`src/rtl/axi_burst_master_if.sv`:
```
// Memory-bus channel bundle between axi_burst_master and the frame-memory slave:
// write address, write data, write response, read address and read data channels.
interface axi_burst_master_if #(
    parameter int ADDR_WIDTH = 32,
    parameter int DATA_WIDTH = 32
);
    logic [ADDR_WIDTH-1:0] awaddr;
    logic [7:0]            awlen;
    logic                  awvalid;
    logic                  awready;

    logic [DATA_WIDTH-1:0] wdata;
    logic                  wvalid;
    logic                  wlast;
    logic                  wready;

    logic [1:0]            bresp;
    logic                  bvalid;
    logic                  bready;

    logic [ADDR_WIDTH-1:0] araddr;
    logic [7:0]            arlen;
    logic                  arvalid;
    logic                  arready;

    logic [DATA_WIDTH-1:0] rdata;
    logic                  rvalid;
    logic                  rlast;
    logic                  rready;

    modport master (
        output awaddr, awlen, awvalid,
        input  awready,
        output wdata, wvalid, wlast,
        input  wready,
        input  bresp, bvalid,
        output bready,
        output araddr, arlen, arvalid,
        input  arready,
        input  rdata, rvalid, rlast,
        output rready
    );

    modport slave (
        input  awaddr, awlen, awvalid,
        output awready,
        input  wdata, wvalid, wlast,
        output wready,
        output bresp, bvalid,
        input  bready,
        input  araddr, arlen, arvalid,
        output arready,
        output rdata, rvalid, rlast,
        input  rready
    );
endinterface

```
`src/rtl/axi_burst_master.sv`:
```
// Single-burst memory initiator: one local command becomes one read or write
// burst on the memory bus. Write beats stream in from wr_*, read beats stream
// out on rd_*, both as combinational pass-through.
// Optional watchdog: define AXI_MASTER_TIMEOUT_EN to abort a burst that sees no
// handshake on its active channel for TIMEOUT_CYCLES cycles.
//
// state   | meaning
// --------+---------------------------------------------------
// IDLE    | waiting for a command; cmd_ready high
// RD_ADDR | presenting araddr/arlen until arready
// RD_DATA | passing read beats from rdata to rd_data
// WR_ADDR | presenting awaddr/awlen until awready
// WR_DATA | passing write beats from wr_data to wdata
// WR_RESP | waiting for the write response
module axi_burst_master #(
    parameter int ADDR_WIDTH = 32,
    parameter int DATA_WIDTH = 32
`ifdef AXI_MASTER_TIMEOUT_EN
    ,
    parameter int TIMEOUT_CYCLES = 1024
`endif
) (
    input  logic                  clk,
    input  logic                  rst,

    input  logic                  cmd_valid,
    output logic                  cmd_ready,
    input  logic                  cmd_write,
    input  logic [ADDR_WIDTH-1:0] cmd_addr,
    input  logic [7:0]            cmd_len,

    input  logic [DATA_WIDTH-1:0] wr_data,
    input  logic                  wr_valid,
    output logic                  wr_ready,

    output logic [DATA_WIDTH-1:0] rd_data,
    output logic                  rd_valid,
    output logic                  rd_last,
    input  logic                  rd_ready,

    output logic                  done,
    output logic                  err,

    axi_burst_master_if.master    bus
);

    typedef enum logic [2:0] {
        IDLE    = 3'd0,
        RD_ADDR = 3'd1,
        RD_DATA = 3'd2,
        WR_ADDR = 3'd3,
        WR_DATA = 3'd4,
        WR_RESP = 3'd5
    } state_t;

    state_t                state_q, state_d;
    logic [ADDR_WIDTH-1:0] addr_q;
    logic [7:0]            len_q;
    logic [7:0]            cnt_q;
    logic                  err_q;
    logic                  done_q;

    logic                  is_last;
    logic                  ar_hs, r_hs, aw_hs, w_hs, b_hs;
    logic                  timeout;

`ifdef AXI_MASTER_TIMEOUT_EN
    localparam logic [15:0] WD_RELOAD = 16'(TIMEOUT_CYCLES - 1);
    logic [15:0]           wd_q;
    logic                  any_hs;
`endif

    assign is_last     = (cnt_q == len_q);
    assign bus.awaddr  = addr_q;
    assign bus.awlen   = len_q;
    assign bus.araddr  = addr_q;
    assign bus.arlen   = len_q;
    assign done        = done_q;
    assign err         = err_q;

    // State register
    always_ff @(posedge clk) begin
        if (rst) state_q <= IDLE;
        else     state_q <= state_d;
    end

    // Next-state, channel handshakes and combinational bus/stream outputs
    always_comb begin
        state_d     = state_q;
        cmd_ready   = 1'b0;
        wr_ready    = 1'b0;
        rd_data     = '0;
        rd_valid    = 1'b0;
        rd_last     = 1'b0;
        bus.awvalid = 1'b0;
        bus.wdata   = '0;
        bus.wvalid  = 1'b0;
        bus.wlast   = 1'b0;
        bus.bready  = 1'b0;
        bus.arvalid = 1'b0;
        bus.rready  = 1'b0;
        ar_hs       = 1'b0;
        r_hs        = 1'b0;
        aw_hs       = 1'b0;
        w_hs        = 1'b0;
        b_hs        = 1'b0;
        timeout     = 1'b0;
`ifdef AXI_MASTER_TIMEOUT_EN
        any_hs      = 1'b0;
`endif
        case (state_q)
            IDLE: begin
                cmd_ready = 1'b1;
                if (cmd_valid) state_d = cmd_write ? WR_ADDR : RD_ADDR;
            end
            RD_ADDR: begin
                bus.arvalid = 1'b1;
                ar_hs       = bus.arready;
                if (ar_hs) state_d = RD_DATA;
            end
            RD_DATA: begin
                bus.rready = rd_ready;
                rd_valid   = bus.rvalid;
                rd_data    = bus.rdata;
                rd_last    = is_last;
                r_hs       = bus.rvalid && rd_ready;
                if (r_hs && is_last) state_d = IDLE;
            end
            WR_ADDR: begin
                bus.awvalid = 1'b1;
                aw_hs       = bus.awready;
                if (aw_hs) state_d = WR_DATA;
            end
            WR_DATA: begin
                bus.wvalid = wr_valid;
                wr_ready   = bus.wready;
                bus.wdata  = wr_data;
                bus.wlast  = is_last;
                w_hs       = wr_valid && bus.wready;
                if (w_hs && is_last) state_d = WR_RESP;
            end
            WR_RESP: begin
                bus.bready = 1'b1;
                b_hs       = bus.bvalid;
                if (b_hs) state_d = IDLE;
            end
            default: state_d = IDLE;
        endcase
`ifdef AXI_MASTER_TIMEOUT_EN
        any_hs  = ar_hs || r_hs || aw_hs || w_hs || b_hs;
        timeout = (state_q != IDLE) && !any_hs && (wd_q == 16'd0);
        if (timeout) state_d = IDLE;
`endif
    end

    // Command capture, beat counting, completion pulse and burst status
    always_ff @(posedge clk) begin
        if (rst) begin
            addr_q <= '0;
            len_q  <= '0;
            cnt_q  <= '0;
            err_q  <= 1'b0;
            done_q <= 1'b0;
        end else begin
            done_q <= 1'b0;
            if (state_q == IDLE && cmd_valid) begin
                addr_q <= cmd_addr;
                len_q  <= cmd_len;
                cnt_q  <= '0;
                err_q  <= 1'b0;
            end
            if (r_hs) begin
                // rlast from the slave must agree with our own beat count
                if (bus.rlast != is_last) err_q <= 1'b1;
                if (is_last) done_q <= 1'b1;
                else         cnt_q  <= cnt_q + 8'd1;
            end
            if (w_hs && !is_last) cnt_q <= cnt_q + 8'd1;
            if (b_hs) begin
                err_q  <= bus.bresp[1];
                done_q <= 1'b1;
            end
            if (timeout) begin
                err_q  <= 1'b1;
                done_q <= 1'b1;
            end
        end
    end

`ifdef AXI_MASTER_TIMEOUT_EN
    // Watchdog down-counter: reloaded in IDLE and on any active-channel handshake
    always_ff @(posedge clk) begin
        if (rst || state_q == IDLE || any_hs) wd_q <= WD_RELOAD;
        else if (wd_q != 16'd0)               wd_q <= wd_q - 16'd1;
    end
`endif

endmodule

```
`src/flat_wrapper.sv`:
```
// flat-port wrapper written by rule: the top's interface ports become plain ports
module axi_burst_master_flat 
#(
    parameter int ADDR_WIDTH = 32,
    parameter int DATA_WIDTH = 32

)
  (clk, rst, cmd_valid, cmd_ready, cmd_write, cmd_addr, cmd_len, wr_data, wr_valid, wr_ready, rd_data, rd_valid, rd_last, rd_ready, done, err, bus_awaddr, bus_awlen, bus_awvalid, bus_awready, bus_wdata, bus_wvalid, bus_wlast, bus_wready, bus_bresp, bus_bvalid, bus_bready, bus_araddr, bus_arlen, bus_arvalid, bus_arready, bus_rdata, bus_rvalid, bus_rlast, bus_rready);
  axi_burst_master_if #(.ADDR_WIDTH(ADDR_WIDTH), .DATA_WIDTH(DATA_WIDTH)) bus_i ();
  input  logic clk;
  input  logic rst;
  input  logic cmd_valid;
  output logic cmd_ready;
  input  logic cmd_write;
  input  logic [ADDR_WIDTH-1:0] cmd_addr;
  input  logic [7:0] cmd_len;
  input  logic [DATA_WIDTH-1:0] wr_data;
  input  logic wr_valid;
  output logic wr_ready;
  output logic [DATA_WIDTH-1:0] rd_data;
  output logic rd_valid;
  output logic rd_last;
  input  logic rd_ready;
  output logic done;
  output logic err;
  output wire logic [$bits(bus_i.awaddr)-1:0] bus_awaddr;
  output wire logic [$bits(bus_i.awlen)-1:0] bus_awlen;
  output wire logic [$bits(bus_i.awvalid)-1:0] bus_awvalid;
  input wire logic [$bits(bus_i.awready)-1:0] bus_awready;
  output wire logic [$bits(bus_i.wdata)-1:0] bus_wdata;
  output wire logic [$bits(bus_i.wvalid)-1:0] bus_wvalid;
  output wire logic [$bits(bus_i.wlast)-1:0] bus_wlast;
  input wire logic [$bits(bus_i.wready)-1:0] bus_wready;
  input wire logic [$bits(bus_i.bresp)-1:0] bus_bresp;
  input wire logic [$bits(bus_i.bvalid)-1:0] bus_bvalid;
  output wire logic [$bits(bus_i.bready)-1:0] bus_bready;
  output wire logic [$bits(bus_i.araddr)-1:0] bus_araddr;
  output wire logic [$bits(bus_i.arlen)-1:0] bus_arlen;
  output wire logic [$bits(bus_i.arvalid)-1:0] bus_arvalid;
  input wire logic [$bits(bus_i.arready)-1:0] bus_arready;
  input wire logic [$bits(bus_i.rdata)-1:0] bus_rdata;
  input wire logic [$bits(bus_i.rvalid)-1:0] bus_rvalid;
  input wire logic [$bits(bus_i.rlast)-1:0] bus_rlast;
  output wire logic [$bits(bus_i.rready)-1:0] bus_rready;
  assign bus_awaddr = bus_i.awaddr;
  assign bus_awlen = bus_i.awlen;
  assign bus_awvalid = bus_i.awvalid;
  assign bus_i.awready = bus_awready;
  assign bus_wdata = bus_i.wdata;
  assign bus_wvalid = bus_i.wvalid;
  assign bus_wlast = bus_i.wlast;
  assign bus_i.wready = bus_wready;
  assign bus_i.bresp = bus_bresp;
  assign bus_i.bvalid = bus_bvalid;
  assign bus_bready = bus_i.bready;
  assign bus_araddr = bus_i.araddr;
  assign bus_arlen = bus_i.arlen;
  assign bus_arvalid = bus_i.arvalid;
  assign bus_i.arready = bus_arready;
  assign bus_i.rdata = bus_rdata;
  assign bus_i.rvalid = bus_rvalid;
  assign bus_i.rlast = bus_rlast;
  assign bus_rready = bus_i.rready;
  axi_burst_master #(.ADDR_WIDTH(ADDR_WIDTH), .DATA_WIDTH(DATA_WIDTH)) u_core (.clk(clk), .rst(rst), .cmd_valid(cmd_valid), .cmd_ready(cmd_ready), .cmd_write(cmd_write), .cmd_addr(cmd_addr), .cmd_len(cmd_len), .wr_data(wr_data), .wr_valid(wr_valid), .wr_ready(wr_ready), .rd_data(rd_data), .rd_valid(rd_valid), .rd_last(rd_last), .rd_ready(rd_ready), .done(done), .err(err), .bus(bus_i));
endmodule
```
`config.mk`:
```
export PLATFORM = sky130hd
export DESIGN_NAME = axi_burst_master_flat
export DESIGN_NICKNAME = d
export VERILOG_FILES = /design/src/rtl/axi_burst_master_if.sv /design/src/rtl/axi_burst_master.sv /design/src/flat_wrapper.sv
export SDC_FILE = /design/constraint.sdc
export NUM_CORES = 1
export LEC_CHECK = 0
export CAP_MARGIN = 15
export CORE_UTILIZATION = 28
export DETAILED_ROUTE_END_ITERATION = 7
export PLACE_DENSITY = 0.77
export REMOVE_ABC_BUFFERS = 1
export SLEW_MARGIN = 10
export SYNTH_ARGS = -nofsm -noshare
export SYNTH_HDL_FRONTEND = slang
export SYNTH_SLANG_ARGS = --single-unit
```
`constraint.sdc`:
```
create_clock -name clk -period 1.8 [get_ports clk]
set_clock_uncertainty 0.1 [all_clocks]
set_input_delay 0.45 -clock clk [delete_from_list [all_inputs] [get_ports clk]]
set_output_delay 0.45 -clock clk [all_outputs]
set_load 0.1 [all_outputs]
```
## Yosys cells after proc, flatten, opt, wreduce, memory -nomap -nowiden

Cells that the tools add are included.
W data, S select, Z words.

- Add/subtract/negate cells: 1
- Multiply operators: 0
- Div/mod/pow operators: 0
- $lt $le $gt $ge: 0
- Equality and inequality tests: 13
- Shifts and indexed selects: 0
- Multiplexer cells: 34
- Bitwise operators: 0
- Reductions and logical operators: 9

Operator list:

| operator | count |
|---|---|
| $mux W32 | 2 |
| $mux W8 | 4 |
| $mux W1 | 20 |
| $mux W3 | 6 |
| $pmux W3 S6 | 1 |
| $add A8 B1 Y8 const B | 1 |
| $eq A8 B8 Y1 | 1 |
| $ne A2 B2 Y1 const B | 4 |
| $eq A3 B2 Y1 const B | 2 |
| $eq A3 B3 Y1 const B | 2 |
| $logic_and A1 B1 Y1 | 6 |
| $reduce_and A6 Y1 | 1 |
| $ne A2 B1 Y1 const B | 2 |
| $eq A3 B1 Y1 const B | 1 |
| $logic_not A3 Y1 | 1 |
| $mux W2 | 1 |
| $logic_not A1 Y1 | 1 |
| $ne A1 B1 Y1 | 1 |

- Bits in registers: 53
- Bits in latches: 0
- Bits in writable memories: 0
- Bits in read-only memories: 0
- Bits of input ports: 118
- Output and inout port bits: 156
- Word-level logic and storage cells: 63
- Memories kept: 0

## Longest topological paths before layout

Gate-level depths: netlist (run 1).

- Word-level depth: 6
- Depth in mapped cells: 7
- Depth with buffers taken out: 5

## Least setup slack after synthesis (run 1)

Ideal clock, no wire load.

- Path kind: reg-to-reg
- Start point: register u_core.state_q[2]
- End point: register u_core.cnt_q[2]
- Library setup time: 0.129 ns
- Data arrival time: 3.502 ns
- Data required time: 1.571 ns
- Path slack: -1.931 ns
- Cell stages (with the launch flop): 7
- Path buffers: 2
- Clock period less this slack: 3.731 ns
- Path through: dfxtp_1 -> buf_6 -> nor3_1 -> nand2_1 -> clkbuf_1 -> nand4_1 -> o31ai_1

- Longest elaborated chain between the ends: 6
- Elaborated cells on any way between the ends: 11
- Classes of those cells: eq/ne: 2; mux: 6; reduce/logical: 3

RTL lines:

| element | RTL line | source |
|---|---|---|
| start: declaration | axi_burst_master.sv:56 | `state_t state_q, state_d;` |
| start signal: assignment | axi_burst_master.sv:84 | `else state_q <= state_d;` |
| $logic_not A3 Y1 | axi_burst_master.sv:166 | `if (state_q == IDLE && cmd_valid) begin` |
| $logic_and A1 B1 Y1 | axi_burst_master.sv:166 |  |
| $mux W8 | axi_burst_master.sv:166 |  |
| $mux W8 | axi_burst_master.sv:175 | `if (is_last) done_q <= 1'b1;` |
| $mux W8 | axi_burst_master.sv:172 | `if (r_hs) begin` |
| $mux W8 * | axi_burst_master.sv:178 | `if (w_hs && !is_last) cnt_q <= cnt_q + 8'd1;` |
| end signal: assignment | axi_burst_master.sv:176 | `else cnt_q <= cnt_q + 8'd1;` |
| end signal: assignment | axi_burst_master.sv:178 |  |
| end: declaration | axi_burst_master.sv:59 | `logic [7:0] cnt_q;` |

Every way passes the cells marked *; elsewhere a longest branch is shown, timed or not.
A chain may end at the register's enable or synchronous reset.

## Worst setup path in the final report (run 1)

- Start point: register u_core.cnt_q[1]
- End point: output rd_last

- Longest elaborated chain between the ends: 2

RTL lines:

| element | RTL line | source |
|---|---|---|
| $eq A8 B8 Y1 | axi_burst_master.sv:73 | `assign is_last = (cnt_q == len_q);` |
| $mux W1 | axi_burst_master.sv:111 | `case (state_q)` |
| end: declaration | flat_wrapper.sv:22 | `output logic rd_last;` |

No other way between the ends.

==> reports/metrics.yaml, run 1 <==
dpl.hpwl_um: 10700
route.detailed.drc: 0
reg2reg_depth: 6
critPathBufInv: 1
power.density_nw_per_um2: 1540
die_w_um: 105
die-height_um: 105
drt_iter0_drc: 163
rr_startpoint: "u_core.state_q[0]$_SDFFE_PP0P_"
status: "complete, but fails checks"
post-route-period-util_pct: 123
synth_seq_cells: 53
cp_slowest_cell: "dfxtp_1"
p_leak_nw: 3.30
io_buffer_count: 272
gp_congestion: 0.865
stdcell_count: 816
path_delay_family: "simple AND/OR/NAND/NOR gates"
placementRows: 37
synth_simple_gate_area_share_pct: 33.8
multiInputGateArea_sq_um: 1860
path_cells: "xnor2_1 -> nand4_1 -> or2_4 -> nor2_4 -> buf_12"
ys_seq_area_share_pct: 35.5
regArea_sq_um: 1080
yosys_warnings: 0
via_count: 3959
cp.depth: 5
synth_area_per_cell_sq_um: 7.53
crit_required_ns: 1.25
hold_viol_final: 0
core_area_sq_um: 10300
io_pins: 274
area_growth_pct: 172
synth_compound_area_share_pct: 12.9
synthArstFlopShare_pct: 0
insertedDiodeCount: 0
vias_per_cell: 4.85
synth_cells: 397
ctsHtreeMaxLevel: 2
drv_cap: 0
design_area_sq_um: 8140
cp-end-kind: "output port"
rsz0062_at_grt: "yes"
firstDrtPassIters: 5
clkTransAtPathRegs_ns: 0.10
setup_viol_count_final: 87
violations: "negative setup slack"
track_usage_pct: 27.0
numCtsBuffers: 5
grt_pass1_wl_um: 23500
ir_worst_vdd_v: 0.00103
relSlewSlack_pct: 72.9
nNetsFinal: 798
antenna_found_initial: 0
worstSetupStartpointType: "flop"
crit_start: "u_core.cnt_q[1]$_SDFF_PP0_"
dpl.cell_count: 784
cp_max_fo: 4
drive_gt1_share_pct: 50.1
wl_um: 15500
postCtsHoldBufs: 0
synth_fa_ha_area_share_pct: 0.418
synth-xor-area-share_pct: 2.64
dieArea_sq_um: 11100
syn_area_sq_um: 2990
fmax_mhz: 452
place_area_sq_um: 7400
hp-start: "rst"
cts-root-buf: "clkbuf_8"
avgRoutedWirePerCell_um: 19.0
ys.flop_type: "dfxtp_1"
rrSetupSlack_ns: -0.27
clk_latency_ns: 0.31
cp-endpoint: "rd_last"
slowest_delay_ns: 0.38
yosys-mux-area-fraction_pct: 1.00
start_util_pct: 29.0
ant_nets: 0
grt_overflow: 0
numClockSinks: 53
grt_pass1_vias: 4153
synth-edff-count: 0
cts_buffer_depth: 2
cp.arrival_ns: 1.66
period_minus_slack_ns: 2.21
cts_tree: "done"
slew_viol_final: 0
hp-class: "primary input to flop"
final.fill_count: 597
synth_cell_types: 39
grt_max_degree: 39
fin_ws_ns: -0.411
worstMarginPinSlew_ns: 0.407
synth_top_family_by_area: "simple AND/OR/NAND/NOR gates"
path_class: "flop to output port"
reg2reg_to: "u_core.cnt_q[5]$_SDFF_PP0_"
[sequential cells by signal, summed over array words and instances, names as in the netlist]
name and count:
u_core.bus.araddr 32, u_core.bus.arlen 8, u_core.cnt_q 8, u_core.err 1, u_core.done 1, u_core.state_q 3
[worst register-to-register path: cells and delay by family, from the launching register on]
family / cells / cell delay (ns)
AOI/OAI and AO/OA: 3 / 0.46
and+or+nand+nor: 2 / 0.95
buffers and inverters: 1 / 0.12
DFF: 1 / 0.37
[cells in the mapped netlist (3+ instances only)]
library cell	number	area share (%)
nand2_1	94	12
and2_1	70	15
dfxtp_1	53	35
a21oi_1	43	7.2
buf_4	40	10
clkbuf_1	21	2.6
nor2_1	10	1.3
xnor2_1	8	2.3
nand3_1	6	1.0
nor3_1	4	0.67
o211ai_1	4	1.0
o31ai_1	4	1.0
inv_1	3	0.38
mux2i_1	3	1.0
or3_1	3	0.63
[per-layer routing]
metal / GRT usage [%] / vias up / part of all wire [%]
met5: 0 / - / 0
met4: 5.94 / 0 / 2.4
met3: 6.86 / 33 / 8.8
met2: 54.0 / 233 / 55
met1: 27.7 / 1877 / 34
li1: - / 1816 / -
[final cells by class]
type	count	area share [%]
clock buffers	5	0.845
clock inverters	3	0.615
inverters	3	0.138
multi-input cells	277	22.8
flip-flops and latches	53	13.2
well taps	136	2.09
repair buffers	339	60.3
[cell usage in the layout (no fill, tap or decap), drive strengths merged, types with 5 or more instances in the layout]
cell,instances
buf,224
and2,70
nor2,10
a21oi,43
dfxtp,53
nand2,94
clkbuf,5
clkdlybuf4s50,111
xnor2,8
nand3,6
[how the worst min path moves through the flow]
stage | depth (start not counted) | to
floorplan | 2 | u_core.cnt_q[7]$_SDFF_PP0_
global placement | 2 | u_core.bus.araddr[31]$_SDFFE_PP0P_
detailed placement | 2 | u_core.bus.araddr[31]$_SDFFE_PP0P_
CTS | 2 | u_core.state_q[2]$_SDFFE_PP0P_
global route | 2 | u_core.cnt_q[0]$_SDFF_PP0_
finish | 2 | u_core.cnt_q[0]$_SDFF_PP0_
[per-stage QoR]
step	hold WS, ns	setup TNS, ns	util (%)	power [W]	setup slack, ns
2_1_floorplan	0.356	-245.79	-	0.00619	-2.91
3_3_place_gp	0.427	-7.20	71.7	0.0107	-0.462
3_5_place_dp	0.437	-13.56	71.7	0.0108	-0.554
4_1_cts	0.365	-25.74	77.9	0.0124	-0.385
5_1_grt	0.417	-33.40	78.9	0.0129	-0.480
6_report	0.415	-28.95	78.9	0.0125	-0.411
[power breakdown]
part	leakage (nW)	switching (W)	internal (W)	total, W
logic	2.80	0.00619	0.00374	0.00993
registers	0.439	0.000354	0.00139	0.00174
clock network	0.0603	0.000430	0.000427	0.000857
[what timing repair did]
item                       CTS  global route
gates cloned                 6             0
pin swaps                   39            23
resized for setup          113            35
setup buffers               12            10
setup endpoints to repair   83            87
[kinds of logic after synthesis]
kind of cell             Yosys count
adder cells (fa/ha/maj)            1
AO/OA/AOI/OAI                     62
flip-flops                        53
XOR/XNOR                           9
buffers and inverters             67
AND/OR/NAND/NOR                  202
multiplexers                       3
No activity file was read; power rests on OpenSTA's default activity.
==> run 2, diff against run 1 <==
--- a/config.mk
+++ b/config.mk
@@ -14,3 +14,4 @@
 export SYNTH_ARGS = -nofsm -noshare
 export SYNTH_HDL_FRONTEND = slang
 export SYNTH_SLANG_ARGS = --single-unit
+export TNS_END_PERCENT = 5
==> reports/metrics.yaml, run 2 (synthesis gave the netlist of run 1 again) <==
drt_iter0_drc: 172
rr_startpoint: "u_core.state_q[2]$_SDFFE_PP0P_"
ant_nets: 0
die_w_um: 105
dp_slack_ns: -0.554
route.detailed.drc: 0
hp-class: "primary input to flop"
avgRoutedWirePerCell_um: 18.5
io_pins: 274
worstSetupStartpointType: "flop"
crit_required_ns: 1.25
design_area_sq_um: 8050
nNetsFinal: 789
slowest_delay_ns: 0.37
ctsHtreeMaxLevel: 2
p_leak_nw: 3.25
fmax_mhz: 451
path_class: "flop to output port"
hold_ws_ns: 0.392
worstMarginPinSlew_ns: 0.421
critPathBufInv: 2
hold_end: "u_core.state_q[2]$_SDFFE_PP0P_"
grt_max_degree: 39
path_cells: "nor2b_4 -> nor2b_4 -> buf_6 -> and2_1 -> buf_12"
clkTransAtPathRegs_ns: 0.11
wl_um: 14900
dieArea_sq_um: 11100
cp_max_fo: 17
grt_pass1_wl_um: 22600
cts_tree: "done"
ir_worst_vdd_v: 0.00103
rrSetupSlack_ns: -0.23
numCtsBuffers: 5
core_area_sq_um: 10300
grt_pass1_vias: 4151
final.fill_count: 603
start_util_pct: 29.0
hold_depth: 2
firstDrtPassIters: 4
numClockSinks: 53
place_area_sq_um: 7400
placementRows: 37
hp-start: "rst"
grt_overflow: 0
die-height_um: 105
setup_viol_count_final: 84
cp_slowest_cell: "dfxtp_2"
power.density_nw_per_um2: 1550
reg2reg_depth: 6
gp_congestion: 0.865
area_growth_pct: 169
cts-root-buf: "clkbuf_8"
multiInputGateArea_sq_um: 1810
dpl.hpwl_um: 10700
insertedDiodeCount: 0
violations: "negative setup slack"
post-route-period-util_pct: 123
postCtsHoldBufs: 0
via_count: 3873
cp.arrival_ns: 1.67
drv_cap: 0
period_minus_slack_ns: 2.22
drive_gt1_share_pct: 47.4
track_usage_pct: 25.8
cp-end-kind: "output port"
regArea_sq_um: 1080
hold_viol_final: 0
path_common_cell: "nor2b_4"
cts_buffer_depth: 2
vias_per_cell: 4.80
largest_reg_flops: 32
relSlewSlack_pct: 71.9
slew_viol_final: 0
reg2reg_to: "u_core.cnt_q[5]$_SDFF_PP0_"
io_buffer_count: 272
layout_common_cells: "159 x buf_12, 113 x clkdlybuf4s50_1, 92 x nand2_1, 57 x and2_4, 45 x dfxtp_1"
antenna_found_initial: 0
rsz0062_at_grt: "yes"
layout_commonest_cell: "buf_12"
status: "complete, but fails checks"
path_delay_family: "simple AND/OR/NAND/NOR gates"
clk_latency_ns: 0.31
fin_ws_ns: -0.417
run 2: cell count changes in the layout (fill, tap and decap cells not counted), moves of 2 or more:
cell and change:
xnor2_1 +2, dfxtp_1 +4, and2_4 -5, clkdlybuf4s50_1 +2, dlygate4sd2_1 -2, buf_4 -3
xnor2_2 -2, and2_1 +4, dfxtp_2 -5, clkbuf_16 +2, buf_6 -10
run 2: how the worst max path moves through the flow:
| stage | startpoint | slack, ns | to | cells past startpoint |
|---|---|---|---|---|
| after CTS | u_core.state_q[0]$_SDFFE_PP0P_ | -0.39 | rd_data[31] | 6 |
| after global placement | bus_wready | -0.46 | u_core.state_q[0]$_SDFFE_PP0P_ | 6 |
| final | u_core.state_q[2]$_SDFFE_PP0P_ | -0.42 | bus_wdata[23] | 5 |
| after detailed placement | bus_wready | -0.55 | u_core.state_q[0]$_SDFFE_PP0P_ | 6 |
| after global routing | u_core.state_q[2]$_SDFFE_PP0P_ | -0.46 | bus_wvalid | 5 |
| after floorplan | u_core.state_q[0]$_SDFFE_PP0P_ | -2.91 | u_core.err$_SDFF_PP0_ | 4 |
run 2: cell type report:
class                      instances  area share, %
inverter                           3          0.140
sequential                        53           13.4
clock inverter                     3          0.622
multi-input combinational        277           22.5
clock buffer                       5          0.855
timing repair buffer             330           60.4
tap                              136           2.12
run 2: power breakdown:
| part | leakage, nW | switching, W | internal, W |
|---|---|---|---|
| Clock | 0.0603 | 0.000435 | 0.000427 |
| Sequential | 0.437 | 0.000345 | 0.00139 |
| Combinational | 2.75 | 0.00613 | 0.00373 |
| Total | 3.25 | 0.00691 | 0.00554 |
run 2: what timing repair did:
item | in CTS | in global routing
setup buffers | 8 | 5
endpoints found under the hold margin | 0 | 0
pin swaps | 37 | 43
setup endpoints to repair | 83 | 108
cloned | 3 | 2
gates resized for setup | 94 | 28
run 2: layer usage:
| layer | track usage, % | wire length [um] | up-vias |
|---|---|---|---|
| met3 | 6.99 | 1260 | 27 |
| met4 | 7.65 | 381 | 0 |
| li1 | - | - | 1792 |
| met2 | 50.1 | 8040 | 218 |
| met5 | 0 | 0 | - |
| met1 | 26.6 | 5210 | 1836 |
run 2: stage by stage:
stage	util [%]	power (W)	TNS, ns	std cells
finish	77.9	0.0124	-28.09	807
global route	77.9	0.0128	-32.11	807
CTS	76.7	0.0122	-25.32	803
detailed placement	71.7	0.0108	-13.56	784
global placement	71.7	0.0107	-7.20	784
floorplan	-	0.00619	-245.79	333
